==> src/rtl/lsu_pkg.sv <==
// Shared definitions for the load/store unit: funct3 codes, FSM states,
// default data width and the request legality helper.
package lsu_pkg;

    localparam int XLEN_DEF = 32;

    localparam logic [2:0] F3_B  = 3'b000;
    localparam logic [2:0] F3_H  = 3'b001;
    localparam logic [2:0] F3_W  = 3'b010;
    localparam logic [2:0] F3_BU = 3'b100;
    localparam logic [2:0] F3_HU = 3'b101;

    typedef enum logic [2:0] {
        IDLE,
        LD_RD,
        LD_CAP,
        ST_RD,
        ST_WR,
        RESP
    } lsu_state_t;

    // Illegal width code or misaligned halfword/word address.
    function automatic logic req_bad(input logic we, input logic [2:0] f3,
                                     input logic [1:0] lo);
        logic bad;
        bad = 1'b0;
        case (f3)
            F3_B:  bad = 1'b0;
            F3_H:  bad = lo[0];
            F3_W:  bad = (lo != 2'b00);
            F3_BU: bad = we;
            F3_HU: bad = we | lo[0];
            default: bad = 1'b1;
        endcase
        return bad;
    endfunction

endpackage

==> src/rtl/lsu_if.sv <==
// Pipeline request/response handshake plus the word-wide data-memory bus.
// Handshake: a request transfers on the rising edge where req_valid and
// req_ready are both high; req_ready is high only while the unit is idle,
// and every accepted request ends with exactly one resp_valid pulse
// (unless reset intervenes).
interface lsu_if #(parameter int XLEN = lsu_pkg::XLEN_DEF) ();

    logic            req_valid;
    logic            req_ready;
    logic            req_we;
    logic [2:0]      req_funct3;
    logic [XLEN-1:0] req_addr;
    logic [XLEN-1:0] req_wdata;
    logic            resp_valid;
    logic [XLEN-1:0] resp_rdata;
    logic            resp_err;
    logic            d_r_en;
    logic            d_w_en;
    logic [XLEN-1:0] d_add;
    logic [XLEN-1:0] d_wdata;
    logic [XLEN-1:0] d_rdata;

    // Load/store unit side.
    modport slave (
        input  req_valid, req_we, req_funct3, req_addr, req_wdata, d_rdata,
        output req_ready, resp_valid, resp_rdata, resp_err,
               d_r_en, d_w_en, d_add, d_wdata
    );

    // Pipeline plus data memory side.
    modport master (
        output req_valid, req_we, req_funct3, req_addr, req_wdata, d_rdata,
        input  req_ready, resp_valid, resp_rdata, resp_err,
               d_r_en, d_w_en, d_add, d_wdata
    );

endinterface

==> src/rtl/lsu_align.sv <==
// Combinational byte/halfword lane handling: load extract with sign or zero
// extension, and the read-modify-write merge for sub-word stores.
module lsu_align
    import lsu_pkg::*;
#(
    parameter int XLEN = XLEN_DEF
) (
    input  logic [XLEN-1:0] mem_word,
    input  logic [1:0]      byte_off,
    input  logic [2:0]      funct3,
    input  logic [XLEN-1:0] st_data,
    output logic [XLEN-1:0] ld_result,
    output logic [XLEN-1:0] st_merged
);

    logic [4:0]      sh;
    logic [XLEN-1:0] shifted;
    logic [XLEN-1:0] mask;
    logic [XLEN-1:0] ins;

    assign sh      = {byte_off, 3'b000};
    assign shifted = mem_word >> sh;

    // Pick the addressed lane and extend it to full width.
    always_comb begin
        ld_result = '0;
        case (funct3)
            F3_B:  ld_result = {{(XLEN-8){shifted[7]}}, shifted[7:0]};
            F3_H:  ld_result = {{(XLEN-16){shifted[15]}}, shifted[15:0]};
            F3_W:  ld_result = mem_word;
            F3_BU: ld_result = {{(XLEN-8){1'b0}}, shifted[7:0]};
            F3_HU: ld_result = {{(XLEN-16){1'b0}}, shifted[15:0]};
            default: ld_result = '0;
        endcase
    end

    // Replace only the addressed lane of the old word; a word store
    // replaces everything.
    always_comb begin
        mask = '1;
        ins  = st_data;
        case (funct3)
            F3_B: begin
                mask = {{(XLEN-8){1'b0}}, 8'hFF} << sh;
                ins  = {{(XLEN-8){1'b0}}, st_data[7:0]} << sh;
            end
            F3_H: begin
                mask = {{(XLEN-16){1'b0}}, 16'hFFFF} << sh;
                ins  = {{(XLEN-16){1'b0}}, st_data[15:0]} << sh;
            end
            default: begin
                mask = '1;
                ins  = st_data;
            end
        endcase
        st_merged = (mem_word & ~mask) | (ins & mask);
    end

endmodule

==> src/rtl/load_store_unit.sv <==
// Load/store unit: turns RV32I load/store requests into word accesses on a
// word-only data memory with one-cycle registered read.
// Optional macro LSU_BOUNDS_CHECK_EN: word index >= DEPTH takes the error path.
module load_store_unit
    import lsu_pkg::*;
#(
    parameter int DEPTH = 100,
    parameter int XLEN  = XLEN_DEF
) (
    input  logic       clk,
    input  logic       rst,
    lsu_if.slave       bus,
    output lsu_state_t dbg_state
);

    lsu_state_t      state, state_nxt;
    logic [2:0]      f3_q;
    logic [XLEN-1:0] addr_q;
    logic [XLEN-1:0] wdata_q;
    logic            err_q;
    logic [XLEN-1:0] rdata_q;
    logic            resp_valid_q;
    logic [XLEN-1:0] resp_rdata_q;
    logic            resp_err_q;
    logic [XLEN-1:0] ld_result;
    logic [XLEN-1:0] st_merged;
    logic            accept;
    logic            oob;
    logic            req_err;

`ifdef LSU_BOUNDS_CHECK_EN
    localparam logic [XLEN-3:0] DEPTH_W = (XLEN-2)'(DEPTH);
    assign oob = (bus.req_addr[XLEN-1:2] >= DEPTH_W);
`else
    assign oob = 1'b0;
`endif

    assign accept  = bus.req_valid && (state == IDLE);
    assign req_err = req_bad(bus.req_we, bus.req_funct3, bus.req_addr[1:0]) | oob;

    lsu_align #(.XLEN(XLEN)) u_align (
        .mem_word  (bus.d_rdata),
        .byte_off  (addr_q[1:0]),
        .funct3    (f3_q),
        .st_data   (wdata_q),
        .ld_result (ld_result),
        .st_merged (st_merged)
    );

    // State register.
    always_ff @(posedge clk or negedge rst) begin
        if (!rst) state <= IDLE;
        else      state <= state_nxt;
    end

    // Next-state decode; word stores skip the read phase.
    always_comb begin
        state_nxt = state;
        case (state)
            IDLE: begin
                if (accept) begin
                    if (req_err)                       state_nxt = RESP;
                    else if (!bus.req_we)              state_nxt = LD_RD;
                    else if (bus.req_funct3 == F3_W)   state_nxt = ST_WR;
                    else                               state_nxt = ST_RD;
                end
            end
            LD_RD:   state_nxt = LD_CAP;
            LD_CAP:  state_nxt = RESP;
            ST_RD:   state_nxt = ST_WR;
            ST_WR:   state_nxt = RESP;
            RESP:    state_nxt = IDLE;
            default: state_nxt = IDLE;
        endcase
    end

    // Latch the request on accept; capture the extended load data in LD_CAP.
    always_ff @(posedge clk or negedge rst) begin
        if (!rst) begin
            f3_q    <= '0;
            addr_q  <= '0;
            wdata_q <= '0;
            err_q   <= 1'b0;
            rdata_q <= '0;
        end else if (accept) begin
            f3_q    <= bus.req_funct3;
            addr_q  <= bus.req_addr;
            wdata_q <= bus.req_wdata;
            err_q   <= req_err;
            rdata_q <= '0;
        end else if (state == LD_CAP) begin
            rdata_q <= ld_result;
        end
    end

    // Registered response: pulse once leaving RESP, hold data until the next one.
    always_ff @(posedge clk or negedge rst) begin
        if (!rst) begin
            resp_valid_q <= 1'b0;
            resp_rdata_q <= '0;
            resp_err_q   <= 1'b0;
        end else begin
            resp_valid_q <= (state == RESP);
            if (state == RESP) begin
                resp_rdata_q <= rdata_q;
                resp_err_q   <= err_q;
            end
        end
    end

    // Memory side decodes from state and the latched request only; d_rdata
    // feeds the write data only during ST_WR.
    always_comb begin
        bus.d_r_en  = (state == LD_RD) || (state == ST_RD);
        bus.d_w_en  = (state == ST_WR);
        bus.d_add   = {2'b00, addr_q[XLEN-1:2]};
        bus.d_wdata = '0;
        if (state == ST_WR) bus.d_wdata = st_merged;
    end

    assign bus.req_ready  = (state == IDLE);
    assign bus.resp_valid = resp_valid_q;
    assign bus.resp_rdata = resp_rdata_q;
    assign bus.resp_err   = resp_err_q;
    assign dbg_state      = state;

endmodule

==> src/flat_wrapper.sv <==
// flat-port wrapper written by rule: the top's interface ports become plain ports
module load_store_unit_flat import lsu_pkg::*;
#(
    parameter int DEPTH = 100,
    parameter int XLEN  = XLEN_DEF
)
  (clk, rst, dbg_state, bus_req_valid, bus_req_we, bus_req_funct3, bus_req_addr, bus_req_wdata, bus_d_rdata, bus_req_ready, bus_resp_valid, bus_resp_rdata, bus_resp_err, bus_d_r_en, bus_d_w_en, bus_d_add, bus_d_wdata);
  lsu_if #(.XLEN(XLEN)) bus_i ();
  input  logic clk;
  input  logic rst;
  output lsu_state_t dbg_state;
  input wire logic [$bits(bus_i.req_valid)-1:0] bus_req_valid;
  input wire logic [$bits(bus_i.req_we)-1:0] bus_req_we;
  input wire logic [$bits(bus_i.req_funct3)-1:0] bus_req_funct3;
  input wire logic [$bits(bus_i.req_addr)-1:0] bus_req_addr;
  input wire logic [$bits(bus_i.req_wdata)-1:0] bus_req_wdata;
  input wire logic [$bits(bus_i.d_rdata)-1:0] bus_d_rdata;
  output wire logic [$bits(bus_i.req_ready)-1:0] bus_req_ready;
  output wire logic [$bits(bus_i.resp_valid)-1:0] bus_resp_valid;
  output wire logic [$bits(bus_i.resp_rdata)-1:0] bus_resp_rdata;
  output wire logic [$bits(bus_i.resp_err)-1:0] bus_resp_err;
  output wire logic [$bits(bus_i.d_r_en)-1:0] bus_d_r_en;
  output wire logic [$bits(bus_i.d_w_en)-1:0] bus_d_w_en;
  output wire logic [$bits(bus_i.d_add)-1:0] bus_d_add;
  output wire logic [$bits(bus_i.d_wdata)-1:0] bus_d_wdata;
  assign bus_i.req_valid = bus_req_valid;
  assign bus_i.req_we = bus_req_we;
  assign bus_i.req_funct3 = bus_req_funct3;
  assign bus_i.req_addr = bus_req_addr;
  assign bus_i.req_wdata = bus_req_wdata;
  assign bus_i.d_rdata = bus_d_rdata;
  assign bus_req_ready = bus_i.req_ready;
  assign bus_resp_valid = bus_i.resp_valid;
  assign bus_resp_rdata = bus_i.resp_rdata;
  assign bus_resp_err = bus_i.resp_err;
  assign bus_d_r_en = bus_i.d_r_en;
  assign bus_d_w_en = bus_i.d_w_en;
  assign bus_d_add = bus_i.d_add;
  assign bus_d_wdata = bus_i.d_wdata;
  load_store_unit #(.DEPTH(DEPTH), .XLEN(XLEN)) u_core (.clk(clk), .rst(rst), .bus(bus_i), .dbg_state(dbg_state));
endmodule
==> config.mk <==
export PLATFORM = sky130hd
export DESIGN_NAME = load_store_unit_flat
export DESIGN_NICKNAME = d
export VERILOG_FILES = /design/src/rtl/lsu_pkg.sv /design/src/rtl/lsu_if.sv /design/src/rtl/lsu_align.sv /design/src/rtl/load_store_unit.sv /design/src/flat_wrapper.sv
export SDC_FILE = /design/constraint.sdc
export NUM_CORES = 1
export LEC_CHECK = 0
export ABC_AREA = 1
export CAP_MARGIN = 25
export CELL_PAD_IN_SITES_DETAIL_PLACEMENT = 0
export CELL_PAD_IN_SITES_GLOBAL_PLACEMENT = 1
export CORE_MARGIN = 5
export CORE_UTILIZATION = 31
export DETAILED_ROUTE_END_ITERATION = 16
export PLACE_DENSITY = 0.86
export SLEW_MARGIN = 20
export SYNTH_ARGS = -nofsm -noshare
export SYNTH_HDL_FRONTEND = slang
export SYNTH_SLANG_ARGS = --single-unit
==> constraint.sdc <==
create_clock -name clk -period 1.6 [get_ports clk]
set_input_delay 0.32 -clock clk [delete_from_list [all_inputs] [get_ports clk]]
set_output_delay 0.32 -clock clk [all_outputs]
set_load 0.05 [all_outputs]
==> reports/results.md <==
| Step | Parameter | Value |
| --- | --- | --- |
| run status | Status | finished, violations left |
| run status | Violations in the final reports | setup timing |
| drt | DRC violation total after the first TritonRoute iteration | 612 |
| drt | DRC viols | 0 |
| worst setup path | Critical path's largest stage delay | 0.40 ns |
| power | Combinational share of power | 67.3% |
| yosys | Number of warnings reported in the yosys synthesis log | 0 |
| global route | Global-route wire length before repair | 40.26 mm |
| cells and area | NumNets Final | 1338 |
| power | Switching pwr | 14.97 mW |
| worst hold path | Worst hold path type | primary input to asynchronous set/reset pin |
| clock network | CTS Buf Count | 17 |
| die | Core ar. | 0.02354 sq mm |
| die | Number of rows created at floorplan | 56 |
| drt | WL final | 26.88 mm |
| timing | Share of the clock period used by the worst path | 143.7% |
| die | Number of primary I/O pins | 207 |
| clock network | Maximum buffer depth of the clock tree | 2 |
| die | Die area | 0.02712 sq mm |
| power | Internal power | 16.23 mW |
| place | Half-perimeter wire length of the detailed placement result | 19.63 mm |
| yosys | Post-synth design cell area | 0.007418 sq mm |
| drt | Detailed-routing iteration count for the pre-antenna-repair pass | 5 |
| power | Total power density per cell area | 2459 mW/mm^2 |
| drt | Remaining antenna violation count | 0 |
| yosys | Proportion of netlist area held by the largest area contributor | 46.21% |
| die | Initial Util | 31.51% |
| timing | Final worst-path setup slack | -0.6998 ns |
| yosys | Register bit count reported by yosys | 137 |
| place | RD Place Congestion | 0.8922 |
| global route | Pin count of the biggest net entering global routing | 49 |
| worst setup path | Startpoint types | flop |
| worst setup path | Worst setup path class | flop to output pin |
| clock network | CTS tree | done |
| yosys | Number of enable-type register cells in the synthesized netlist | 0 |
| timing | Final Hold Vio Count | 0 |
| worst setup path | Required time at the worst-slack endpoint | 1.28 ns |
| power | Final Total Pwr | 31.20 mW |
| yosys | Synth top area cells | sky130_fd_sc_hd__dfrtp_1 46%, sky130_fd_sc_hd__nand2_1 20%, sky130_fd_sc_hd__mux2_2 4.9% |
| cells and area | Area delta synth->final | 71.04% |
| worst setup path | CP max-delay cell | sky130_fd_sc_hd__dfrtp_1 |
| clock network | Clock root cell | sky130_fd_sc_hd__clkbuf_16 |
| timing | Setup violation total in the final timing report | 113 |
| worst setup path | Path length in cells of the critical path | 9 |
| die | Die height | 164.7 um |
| worst setup path | R2R cell count | 11 |
| timing | Peak Freq | 434.8 MHz |
| yosys | Most common cell in the synthesized netlist | sky130_fd_sc_hd__nand2_1 |
| timing | Transition at the pin with the smallest max-transition slack | 0.5417 ns |
| global route | Initial antenna violation count | 1 |
| yosys | Top cell types by occurrence after synthesis | 402 x sky130_fd_sc_hd__nand2_1, 137 x sky130_fd_sc_hd__dfrtp_1, 76 x sky130_fd_sc_hd__nor2_1 |
| worst setup path | Buffers plus inverters on the worst setup path | 3 |
| yosys | Most common flop cell mapped by yosys | sky130_fd_sc_hd__dfrtp_1 |
| drt | Via count | 7300 |
| clock network | Clock transition at the register clock pins on the worst setup and hold paths after CTS | 0.06 ns |
| timing | Max-slew violations | 0 |
| global route | Total Routing Usage GR | 19.01% |
| timing | Minimum clock period after layout | 2.300 ns |
| worst setup path | Cells along the critical path | inv_2, nand2_2, nor2_4, buf_12, nand3_1, nand2_2, nand2_2, a21oi_4, buf_12 |
| timing | Worst max-slew margin expressed relative to the limit | 63.89% |
| worst setup path | Critical path capture point type | output pin |
| power | Leakage dissipation | 6.009 nW |
| yosys | Fraction of registers with async set or reset after synthesis | 100.0% |
| timing | RSZ-0062 raised after global routing | yes |
| drt | Wire length per cell after detailed routing | 17.15 um |
| drt | Detailed-route vias per instance | 4.659 |
| power | Switching portion of total power | 47.99% |
| clock network | Number of levels in the clock H-tree | 4 |
| power | Clock share of power | 12.5% |
| cells and area | Layout cell share with drive strength beyond 1 | 36.73% |
| flow run | Max-capacitance violation count | 0 |
| global route | GRT Residual Overflow | 0 |
| worst setup path | Largest driver fanout on the critical path | 8 |
| place | Port Buffers | 204 |
| yosys | Share of synthesized area occupied by flip-flops and latches | 46.21% |
| cells and area | Filler cell count | 2126 |
| clock network | Clock sink count | 137 |
| die | Die extent in x | 164.7 um |
| worst setup path | Most frequent cell on the critical path | sky130_fd_sc_hd__nand2_2 |
| yosys | Synthesized netlist cell count | 972 |
| timing | Worst hold-check slack | 0.3977 ns |
| worst setup path | Crit path arrival time | 1.98 ns |
| power | Portion of total power attributed to sequential cells | 20.2% |
| yosys | Syn avg cell area | 7.632 sq um |
| clock network | Clock insertion delay at the later pin of the skew report | 0.42 ns |
| power | Max rail drop VDD | 1397 uV |
| global route | Number of global-route vias before repair | 7375 |
| yosys | Number of distinct standard cells referenced by the synthesized netlist | 29 |
| timing | Worst-case clock skew | 0.01101 ns |
| worst setup path | Cell class contributing the biggest share of worst-path delay | simple AND/OR/NAND/NOR gates |
| yosys | Cell accounting for the most synthesized area | sky130_fd_sc_hd__dfrtp_1 |
-- kinds of logic (layout without fill, tap and decap cells) --
family,after synthesis,count (layout),synth area share [%]
AO/OA/AOI/OAI,75,75,5.144
other,1,3,0.05055
AND/OR/NAND/NOR,573,573,31.91
buffers and inverters,140,414,9.698
flip-flops,137,137,46.21
multiplexers,46,46,6.983
-- power by group through the flow --
stage	Sequential [mW]	Combinational [mW]	Clock, mW
final	6.29	21.0	3.91
after global placement	6.14	18.1	0
after CTS	6.21	19.5	4.00
after detailed placement	6.23	18.2	0
after floorplan	7.08	10.6	0
after global routing	6.46	22.2	4.16
-- timing repair --
action,CTS,global route
gates resized for setup,94,114
pin swaps,26,29
setup buffers,5,14
hold buffers,1,0
endpoints found under the hold margin,42,0
cloned,2,7
setup endpoints to repair,37,136
-- registers in the layout (all words and copies together) (netlist names) --
register,flops
u_core.bus.resp_rdata,32
u_core.dbg_state,3
u_core.err_q,1
u_core.addr_q,32
u_core.rdata_q,32
u_core.bus.resp_err,1
u_core.bus.resp_valid,1
u_core.wdata_q,32
u_core.f3_q,3
-- per-stage QoR --
| step | cells | TNS [ns] | setup WS [ns] | cell area, sq um | util, % |
|---|---|---|---|---|---|
| floorplan | 973 | -4.505 | -0.1544 | 7812 | - |
| CTS | 1551 | -20.84 | -0.6573 | 12130 | 51.53 |
| global route | 1567 | -37.07 | -0.7622 | 12690 | 53.90 |
| finish | 1567 | -28.15 | -0.6998 | 12690 | 53.90 |
| global placement | 1512 | -20.26 | -0.2827 | 11130 | 47.27 |
| detailed placement | 1512 | -21.73 | -0.3033 | 11130 | 47.27 |
-- routing by layer --
layer,global-route usage [%],vias to the layer above,wire [um]
met4,6.389,0,758
met2,30.99,206,12990
met1,25.15,3483,11820
met5,0,-,0
met3,4.118,43,1313
li1,-,3568,-
-- layout by cell type (no fill, tap or decap), drive strengths merged, types with 2 or more instances in the layout --
cell and n:
a21oi 29, buf 210, bufinv 2, clkbuf 27, clkdlybuf4s50 101, clkinv 6
clkinvlp 5, conb 2, dfrtp 137, inv 62, mux2 46, nand2 408
nand3 60, nand4 18, nor2 84, nor3 2, o21ai 45
-- path summary, 6_finish.rpt --
kind / to / startpoint / slack [ns]
max: bus_d_wdata[31] / u_core.f3_q[1] / -0.70
max reg2reg: u_core.rdata_q[6] / u_core.dbg_state[1] / -0.12
min: u_core.addr_q[7] / rst / 0.40
min reg2reg: u_core.bus.resp_rdata[10] / u_core.rdata_q[10] / 0.48
max in group asynchronous: u_core.bus.resp_rdata[23] / rst / 0.56
min in group clk: u_core.wdata_q[29] / bus_req_wdata[29] / 0.46
-- layout make-up --
cell class / instances / area (sq um) / share of cell area [%]
clock buffer: 21 / 460.4 / 3.629
sequential: 137 / 3436 / 27.08
tap: 319 / 399.1 / 3.146
clock inverter: 10 / 118.9 / 0.9368
multi-input combinational: 696 / 4133 / 32.57
timing repair buffer: 318 / 3867 / 30.48
antenna: 1 / 2.502 / 0.01972
inverter: 65 / 271.5 / 2.140
Power figures use the tool's default switching activity.
